## src/rtl/divider_pkg.sv

```systemverilog
// divider_pkg: shared types and sizes for the sequential divider
package divider_pkg;
  localparam int DIV_WIDTH = 8;
  localparam int DIV_CNT_W = 4;
  typedef enum logic [1:0] {IDLE, RUN, DONE} div_state_t;
endpackage

```

## src/rtl/addsub_8.sv

```systemverilog
// addsub_8: 8-bit adder/subtractor, co is carry out (no borrow when subtracting)
module addsub_8 (
  input  logic [7:0] a,
  input  logic [7:0] b,
  input  logic       sub,
  output logic [7:0] s,
  output logic       co,
  output logic       ofl
);
  logic [7:0] bb;
  assign bb = b ^ {8{sub}};
  assign {co, s} = {1'b0, a} + {1'b0, bb} + {8'd0, sub};
  assign ofl = (a[7] == bb[7]) && (s[7] != a[7]);
endmodule

```

## src/rtl/divider_8_seq.sv

```systemverilog
// divider_8_seq: restoring unsigned divider, one quotient bit per clock
module divider_8_seq
  import divider_pkg::*;
#(
  parameter int WIDTH = DIV_WIDTH
) (
  input  logic             clk,
  input  logic             rst_n,
  input  logic             start,
  input  logic [WIDTH-1:0] dividend,
  input  logic [WIDTH-1:0] divisor,
  output logic             busy,
  output logic             done,
  output logic [WIDTH-1:0] quotient,
  output logic [WIDTH-1:0] remainder,
  output logic             div_by_zero
);
  div_state_t state;
  logic [WIDTH-1:0] q, r, d, sh, diff;
  logic [DIV_CNT_W-1:0] count;
  logic co, take, zero;
  assign sh = {r[WIDTH-2:0], q[WIDTH-1]};
  assign take = r[WIDTH-1] | co;
  assign zero = divisor == '0;
  addsub_8 u_sub (.a(sh), .b(d), .sub(1'b1), .s(diff), .co(co), .ofl());
  always_ff @(posedge clk or negedge rst_n)
    if (!rst_n) begin
      state <= IDLE;
      q <= '0;
      r <= '0;
      d <= '0;
      count <= '0;
      done <= 1'b0;
      div_by_zero <= 1'b0;
    end else begin
      done <= state == DONE;
      case (state)
        IDLE: if (start) begin
          q <= zero ? '1 : dividend;
          r <= zero ? dividend : '0;
          d <= divisor;
          count <= '0;
          div_by_zero <= zero;
          state <= zero ? DONE : RUN;
        end
        RUN: begin
          r <= take ? diff : sh;
          q <= {q[WIDTH-2:0], take};
          count <= count + 1'b1;
          state <= count == DIV_CNT_W'(WIDTH - 1) ? DONE : RUN;
        end
        default: state <= IDLE;
      endcase
    end
  // the done cycle is spent in IDLE so a new start can be taken on its closing edge
  assign busy = state != IDLE || done;
  assign quotient = q;
  assign remainder = r;
endmodule
```

## config.mk

```make
export PLATFORM = sky130hd
export DESIGN_NAME = divider_8_seq
export DESIGN_NICKNAME = d
export VERILOG_FILES = /design/src/rtl/divider_pkg.sv /design/src/rtl/addsub_8.sv /design/src/rtl/divider_8_seq.sv
export SDC_FILE = /design/constraint.sdc
export NUM_CORES = 1
export LEC_CHECK = 0
export ABC_AREA = 1
export ABC_CLOCK_PERIOD_IN_PS = 3500
export CAP_MARGIN = 5
export CORE_MARGIN = 2
export CORE_UTILIZATION = 48
export DETAILED_ROUTE_END_ITERATION = 8
export PLACE_DENSITY_LB_ADDON = 0.05
export RECOVER_POWER = 25
export SKIP_CTS_REPAIR_TIMING = 1
export SKIP_LAST_GASP = 1
export SYNTH_ARGS = -nofsm -noshare
export SYNTH_HDL_FRONTEND = slang
export SYNTH_HIERARCHICAL = 1
export SYNTH_SLANG_ARGS = --single-unit
export TNS_END_PERCENT = 5
```

## constraint.sdc

```tcl
create_clock -name clk -period 3.5 [get_ports clk]
set_clock_uncertainty 0.15 [all_clocks]
set_input_delay 0.7 -clock clk [delete_from_list [all_inputs] [get_ports clk]]
set_output_delay 0.7 -clock clk [all_outputs]
set_load 0.1 [all_outputs]
```

==> reports/results.tsv, run 1 <==
stage	metric	value	unit
cells_and_area	area taken by multi-input logic gates	1122	um^2
die	# IOs	38	
setup_path	Crit Path Class	input pin to asynchronous set/reset pin	
setup_path	worst-path cell chain	dlygate4sd3_1, clkbuf_1	
die	Die ar.	5124	um^2
die	Die H	71.58	um
setup_path	slowest stage cell, crit path	clkbuf_1	
synthesis	syn_area_per_cell	7.071	um^2
synthesis	cell count after synthesis	310	
setup_path	R2R Setup Slk	1050	ps
grt	initial antenna violation count	0	
setup_path	WP buf/inv	2	
worst_hold_path	hold path cells	2	
cts	Sink Count	32	
setup_path	Critical Path Fanout Max	32	
run_status	failing checks	capacitance limit, slew limit	
setup_path	Crit path depth	2	
worst_hold_path	hold path start	div_by_zero$_DFFE_PN0P_	
cts	H-tree levels	2	
setup_path	crit path capture type	asynchronous set/reset pin	
cts	Worst-path clk slew	60	ps
sta	RSZ-0062 raised after global routing	no	
cells_and_area	Area Growth Syn to Fin	19.75	%
setup_path	RR Endpoint	remainder[0]$_DFFE_PN0P_	
setup_path	Reg-to-Reg Start	quotient[7]$_DFFE_PN0P_	
route	DR iter-0 viols	60	
sta	Final Hold Viols	0	
grt	first-pass GRT wire length	8176	um
cells_and_area	fillers	429	
cts	clk_lat worst skew	290	ps
cells_and_area	diodes inserted	0	
route	first drt pass iteration count	4	
die	CORE AREA	4384	um^2
cells_and_area	share of cells above drive strength 1	0.1207	
grt	Overall Global Routing Usage	0.2047	
route	vias post-DR	1893	
worst_hold_path	type of the tightest min-delay check	flip-flop to flip-flop	
synthesis	synthesized area	2192	um^2
setup_path	Max stage delay on crit path	1220	ps
sta	worst-margin pin slew	1703	ps
setup_path	reg2reg path depth	14	
job	number of max-cap violations	1	
grt	GRT overflow	0	
run_status	status	finished with violations	
cts	TritonCTS Buffers	5	
cts	Root Driver	clkbuf_8	
placement	RePlAce Congestion	0.7995	
route	DRT antenna net count	0	
grt	largest net degree at the start of global routing	33	
placement	DP HPWL	3612	um
setup_path	Crit path arrival time	2460	ps
die	starting density of the core	0.5000	
setup_path	cell family with most CP delay	buffers and inverters	
sta	crit share post-route	0.7242	
die	Rows	24	
cts	TritonCTS clock tree	yes	
setup_path	crit start category	input pin	
route	vias per cell	4.733	
route	DR WL/cell	11.59	um
sta	setup TNS	0	ps
synthesis	Syn Nets	338	
cells_and_area	Reg area	800.8	um^2
placement	Port Buf Inserts	37	
die	Die Width	71.58	um
grt	vias in the first global route	1853	
sta	fin crit period	2535	ps
sta	Slew HR	-0.1356	
route	drt drc	0	
sta	Final Max Tran Viols	33	
sta	Setup-failing EPs final	0	
sta	Fmax achieved	394.5	MHz
synthesis	YS warnings	6	
worst_hold_path	hold endpoint	div_by_zero$_DFFE_PN0P_	
cts	clk buf depth	2	
route	wirelength, routed	4634	um
setup_path	Worst EP required	3430	ps
cells_and_area	Nets	375	
[flip-flops by register name, summed over array words and instances (netlist names)]
signal,count
count,4
d,8
div_by_zero,1
done,1
quotient,8
remainder,8
state,2
[worst max path at each step]
| stage | from | to |
|---|---|---|
| floorplan | quotient[7]$_DFFE_PN0P_ | remainder[3]$_DFFE_PN0P_ |
| global placement | start | quotient[3]$_DFFE_PN0P_ |
| detailed placement | start | quotient[4]$_DFFE_PN0P_ |
| CTS | d[0]$_DFFE_PN0P_ | remainder[0]$_DFFE_PN0P_ |
| global route | rst_n | d[6]$_DFFE_PN0P_ |
| finish | rst_n | d[3]$_DFFE_PN0P_ |
[cell usage in the layout, fill, tap and decap left out, types with 3 or more instances in the layout]
master	instances
clkdlybuf4s50_1	17
inv_1	48
nand2_1	117
xor2_1	11
o21ai_0	4
a21oi_1	8
nand2_4	5
ha_1	8
nor2_1	19
nor2_2	3
dfrtp_1	32
buf_4	20
clkbuf_8	5
o21ai_1	10
nand3_1	13
a21boi_1	8
[per-layer routing]
| metal | vias to the layer above | GRT usage | routed length, um |
|---|---|---|---|
| met3 | 8 | 0.05063 | 196 |
| met4 | 0 | 0.06080 | 68 |
| li1 | 1003 | - | - |
| met1 | 844 | 0.2871 | 2270 |
| met2 | 38 | 0.3148 | 2099 |
| met5 | - | 0 | 0 |
[stage by stage]
step                std cells  utilization  hold WS, ps  setup slack (ps)  area [um^2]
floorplan                 310            -        254.4             608.4         2192
finish                    400       0.5987        333.6             965.3         2625
global placement          392       0.5742        310.1             853.1         2517
detailed placement        392       0.5742        321.7             799.2         2517
global route              400       0.5987        355.5             515.6         2625
CTS                       400       0.5996        332.1              1023         2629
[area by class of cell]
type	instances	area share
clock buffer	5	0.02622
clock inverter	3	0.01621
inverter	51	0.07293
multi-input combinational	218	0.4276
sequential	32	0.3051
tap	52	0.02479
timing repair buffer	39	0.1273
Power of run 1 is left out: the tool's default activity adds up to more than one toggle a clock period on the data nets, which glitch-free logic cannot reach.
==> run 2, diff against run 1 <==
--- a/config.mk
+++ b/config.mk
@@ -6,7 +6,7 @@
 export NUM_CORES = 1
 export LEC_CHECK = 0
 export ABC_AREA = 1
-export ABC_CLOCK_PERIOD_IN_PS = 3500
+export ABC_CLOCK_PERIOD_IN_PS = 2400
 export CAP_MARGIN = 5
 export CORE_MARGIN = 2
 export CORE_UTILIZATION = 48
==> constraint.sdc (replaced) <==
create_clock -name clk -period 2.4 [get_ports clk]
set_clock_uncertainty 0.15 [all_clocks]
set_input_delay 0.48 -clock clk [delete_from_list [all_inputs] [get_ports clk]]
set_output_delay 0.48 -clock clk [all_outputs]
set_load 0.1 [all_outputs]
==> reports/results.tsv, run 2 (synthesis gave the netlist of run 1 again) <==
stage	metric	value	unit	change
setup_path	crit path capture type	flip-flop		was asynchronous set/reset pin
cts	Sink Count	32		unchanged
cells_and_area	leading cell type in the layout, fill and taps excluded	nand2_1		unchanged
run_status	status	completed		was finished with violations
route	first drt pass iteration count	4		unchanged
sta	setup TNS	0	ps	unchanged
cts	Root Driver	clkbuf_8		unchanged
setup_path	Critical Path Fanout Max	9		was 32
route	vias post-DR	1953		was 1893
cells_and_area	Final Util	0.6179		was 0.5987
route	wirelength, routed	4747	um	was 4634 um
cts	TritonCTS Buffers	5		unchanged
die	# IOs	38		unchanged
route	DRT antenna net count	0		unchanged
grt	first-pass GRT wire length	8066	um	was 8176 um
placement	Port Buf Inserts	37		unchanged
worst_hold_path	type of the tightest min-delay check	flip-flop to flip-flop		unchanged
sta	fin crit period	2215	ps	
grt	initial antenna violation count	0		unchanged
sta	Slew HR	0.4695		was -0.1356
setup_path	Worst EP required	2420	ps	was 3430 ps
placement	DP HPWL	3722	um	was 3612 um
die	Die ar.	5124	um^2	unchanged
route	drt drc	0		unchanged
cts	clk buf depth	2		unchanged
grt	GRT overflow	0		unchanged
route	DR iter-0 viols	100		was 60
cells_and_area	fillers	416		was 429
sta	Setup-failing EPs final	0		unchanged
placement	worst slack at placement	112.2	ps	was 799.2 ps
cts	TritonCTS clock tree	yes		unchanged
route	vias per cell	4.834		was 4.733
setup_path	crit start category	flip-flop		was input pin
cts	H-tree levels	2		unchanged
cells_and_area	Area Growth Syn to Fin	23.57	%	was 19.75%
cells_and_area	Nets	379		was 375
sta	Fmax achieved	451.5	MHz	
die	Die H	71.58	um	unchanged
sta	final worst setup slack	185.1	ps	was 965.3 ps
sta	crit share post-route	0.9229		
cts	Worst-path clk slew	70	ps	was 60 ps
setup_path	Crit Path Class	flip-flop to flip-flop		was input pin to asynchronous set/reset pin
route	DR WL/cell	11.75	um	was 11.59 um
grt	Overall Global Routing Usage	0.1985		was 0.2047
placement	RePlAce Congestion	0.8533		was 0.7995
cells_and_area	area taken by multi-input logic gates	1136	um^2	was 1122 um^2
grt	largest net degree at the start of global routing	33		unchanged
sta	Final Hold Viols	0		unchanged
grt	vias in the first global route	1809		was 1853
job	number of max-cap violations	0		was 1
die	Die Width	71.58	um	unchanged
cts	clk_lat worst skew	280	ps	was 290 ps
die	starting density of the core	0.5000		unchanged
cells_and_area	Reg area	812.0	um^2	was 800.8 um^2
die	Rows	24		unchanged
sta	worst-margin pin slew	795.7	ps	was 1703 ps
sta	RSZ-0062 raised after global routing	no		unchanged
cells_and_area	commonest cells after routing, fill and taps aside	nand2_1, inv_1, dfrtp_1		unchanged
setup_path	Crit path arrival time	2230	ps	was 2460 ps
cells_and_area	diodes inserted	0		unchanged
die	CORE AREA	4384	um^2	unchanged
sta	Final Max Tran Viols	0		was 33
cells_and_area	share of cells above drive strength 1	0.1619		was 0.1207
## run 2: final timing paths
path	from	end	slack (ps)	cells after the start
min in group asynchronous	rst_n	count[1]$_DFFE_PN0P_	660	2
min	state[0]$_DFFE_PN0P_	done$_DFF_PN0_	320	1
max in group asynchronous	rst_n	quotient[7]$_DFFE_PN0P_	850	2
min reg2reg	state[0]$_DFFE_PN0P_	done$_DFF_PN0_	320	1
max	d[0]$_DFFE_PN0P_	remainder[1]$_DFFE_PN0P_	190	16
max reg2reg	d[0]$_DFFE_PN0P_	remainder[1]$_DFFE_PN0P_	190	16
## run 2: worst max-delay path, cell delays in order, from the launching register on
cell	delay, ps
dfrtp_1	410
inv_1	100
nand2_4	50
nand2_4	60
inv_1	50
fa_2	350
o21ai_2	180
nand4_1	100
nand3_1	110
nor2_2	50
buf_4	160
nand2_1	60
nand2_1	50
nand2_1	50
nand2_1	50
nand2_1	50
nand2_1	50
## run 2: per-stage QoR
| step | std cells | hold WS (ps) | area [um^2] |
|---|---|---|---|
| final | 404 | 321.0 | 2709 |
| after global routing | 404 | 345.2 | 2709 |
| after floorplan | 310 | 34.41 | 2210 |
| after CTS | 404 | 321.5 | 2704 |
| after global placement | 396 | 301.7 | 2577 |
| after detailed placement | 396 | 308.0 | 2577 |
## run 2: final cells by class
type,instances,area share
flip-flops and latches,32,0.2998
clock buffers,7,0.03557
multi-input cells,218,0.4194
inverters,51,0.07067
clock inverters,1,0.01109
well taps,52,0.02402
repair buffers,43,0.1395
## run 2: metal layers
layer  GRT usage  routed length (um)  vias up
li1            -                   -     1014
met3     0.03657                 177        6
met1      0.2709                2311      899
met5           0                   0        -
met2      0.3220                2201       34
met4     0.06080                  56        0
Power of run 2 is left out for the same reason.
==> run 3, diff against run 2 <==
--- a/config.mk
+++ b/config.mk
@@ -6,10 +6,9 @@
 export NUM_CORES = 1
 export LEC_CHECK = 0
 export ABC_AREA = 1
-export ABC_CLOCK_PERIOD_IN_PS = 2400
 export CAP_MARGIN = 5
 export CORE_MARGIN = 2
-export CORE_UTILIZATION = 48
+export CORE_UTILIZATION = 33
 export DETAILED_ROUTE_END_ITERATION = 8
 export PLACE_DENSITY_LB_ADDON = 0.05
 export RECOVER_POWER = 25
==> reports/results.tsv, run 3 (synthesis gave the netlist of run 1 again) <==
stage	metric	value	unit	change
sta	Slew HR	0.4245		was 0.4695
route	Met1 Wirelength	2673	um	was 2311 um
route	vias post-DR	1924		was 1953
setup_path	worst-path cell chain	inv_1, nand2_4, nand2_4, inv_1, fa_2, o21ai_4, nand4_1, nand3_2, inv_1, nand2_4, nand2_1, nand3_1, nand3_1, nand2_1, inv_1		was inv_1, nand2_4, nand2_4, inv_1, fa_2, o21ai_2, nand4_1, nand3_1, nor2_2, buf_4, nand2_1, nand2_1, nand2_1, nand2_1, nand2_1, nand2_1
cells_and_area	Nets	384		was 379
setup_path	Max stage delay on crit path	410	ps	about the same
cts	Worst-path clk slew	70	ps	about the same
cts	Sink Count	32		unchanged
setup_path	crit path capture type	flip-flop		unchanged
grt	largest net degree at the start of global routing	33		unchanged
route	DRT antenna net count	0		unchanged
cells_and_area	share of cells above drive strength 1	0.1793		was 0.1619
die	Die ar.	7310	um^2	was 5124 um^2
setup_path	slowest stage cell, crit path	dfrtp_1		unchanged
setup_path	Worst EP required	2420	ps	about the same
sta	Setup-failing EPs final	0		unchanged
cells_and_area	fin area	2800	um^2	was 2709 um^2
die	starting density of the core	0.3433		was 0.5000
placement	Placed Area	2616	um^2	was 2577 um^2
run_status	status	completed		unchanged
placement	RePlAce Congestion	0.7912		was 0.8533
route	met2 WL	2421	um	was 2201 um
cts	TritonCTS Buffers	5		unchanged
cts	Root Driver	clkbuf_8		unchanged
sta	fin crit period	2225	ps	was 2215 ps
sta	worst-margin pin slew	863.3	ps	was 795.7 ps
cells_and_area	leading cell type in the layout, fill and taps excluded	nand2_1		unchanged
route	DR WL/cell	12.28	um	was 11.75 um
sta	crit share post-route	0.9271		was 0.9229
route	drt drc	0		unchanged
worst_hold_path	type of the tightest min-delay check	flip-flop to flip-flop		unchanged
cts	H-tree levels	2		unchanged
cells_and_area	Final Util	0.4385		was 0.6179
route	vias per cell	4.433		was 4.834
sta	Final Max Tran Viols	0		unchanged
route	metal3 WL	186	um	was 177 um
placement	DP HPWL	4069	um	was 3722 um
grt	GRT overflow	0		unchanged
setup_path	Critical Path Fanout Max	8		was 9
route	wirelength, routed	5331	um	was 4747 um
grt	Overall Global Routing Usage	0.1532		was 0.1985
die	# IOs	38		unchanged
route	first drt pass iteration count	4		unchanged
die	Die Width	85.50	um	was 71.58 um
placement	Port Buf Inserts	37		unchanged
setup_path	crit start category	flip-flop		unchanged
route	top sig layer	met4		unchanged
die	CORE AREA	6386	um^2	was 4384 um^2
grt	initial antenna violation count	0		unchanged
setup_path	Crit path arrival time	2250	ps	was 2230 ps
cts	TritonCTS clock tree	yes		unchanged
grt	vias in the first global route	1861		was 1809
cts	clk_lat worst skew	290	ps	was 280 ps
sta	Fmax achieved	449.4	MHz	was 451.5 MHz
die	Die H	85.50	um	was 71.58 um
cells_and_area	Area Growth Syn to Fin	27.74	%	was 23.57%
cells_and_area	diodes inserted	0		unchanged
cells_and_area	commonest cells after routing, fill and taps aside	nand2_1, inv_1, buf_4		was nand2_1, inv_1, dfrtp_1
route	DR iter-0 viols	75		was 100
grt	first-pass GRT wire length	8825	um	was 8066 um
job	number of max-cap violations	0		unchanged
setup_path	crit-path most repeated cell	inv_1		was nand2_1
cts	clk buf depth	2		unchanged
sta	Final Hold Viols	0		unchanged
setup_path	Crit Path Class	flip-flop to flip-flop		unchanged
die	Rows	29		was 24
[run 3: cell types whose count changed in the layout (fill, tap and decap cells not counted), sizes merged]
cell,previous run,this run
buf,24,29
[run 3: area by class of cell]
| class | instances | area (um^2) |
|---|---|---|
| clock buffers | 7 | 96.34 |
| flip-flops and latches | 32 | 812.0 |
| inverters | 51 | 191.4 |
| clock inverters | 1 | 30.03 |
| multi-input cells | 218 | 1157 |
| well taps | 77 | 96.34 |
| repair buffers | 48 | 416.7 |
| fillers | 689 | 3586 |
[run 3: worst paths after layout]
| path | start | to | slack (ps) | depth (start not counted) |
|---|---|---|---|---|
| max | d[0]$_DFFE_PN0P_ | remainder[4]$_DFFE_PN0P_ | 170 | 15 |
| min | state[0]$_DFFE_PN0P_ | done$_DFF_PN0_ | 320 | 1 |
| max reg2reg | d[0]$_DFFE_PN0P_ | remainder[4]$_DFFE_PN0P_ | 170 | 15 |
| min reg2reg | state[0]$_DFFE_PN0P_ | done$_DFF_PN0_ | 320 | 1 |
| max in group asynchronous | rst_n | quotient[7]$_DFFE_PN0P_ | 780 | 2 |
| min in group asynchronous | rst_n | count[1]$_DFFE_PN0P_ | 680 | 2 |
[run 3: metal layers]
layer,up-vias,GRT usage
met4,0,0.04762
met5,-,0
met2,29,0.2393
met3,4,0.03176
met1,855,0.2137
li1,1036,-
[run 3: critical path: cells and delay by family (launching register included)]
family	cells	cell delay, ps
buffers and inverters	4	270
AND/OR/NAND/NOR	9	760
adder cells (fa/ha/maj)	1	370
AO/OA/AOI/OAI	1	160
flip-flops	1	410
[run 3: per-stage QoR]
stage / TNS (ps) / cells / hold WS (ps) / setup slack (ps)
floorplan: 0 / 310 / 34.41 / 24.54
global placement: 0 / 422 / 307.5 / 129.4
detailed placement: 0 / 422 / 307.7 / 101.2
CTS: 0 / 430 / 321.8 / 66.92
global route: -33.87 / 434 / 351.1 / -33.87
finish: 0 / 434 / 319.7 / 174.9
Power of run 3 is left out for the same reason.
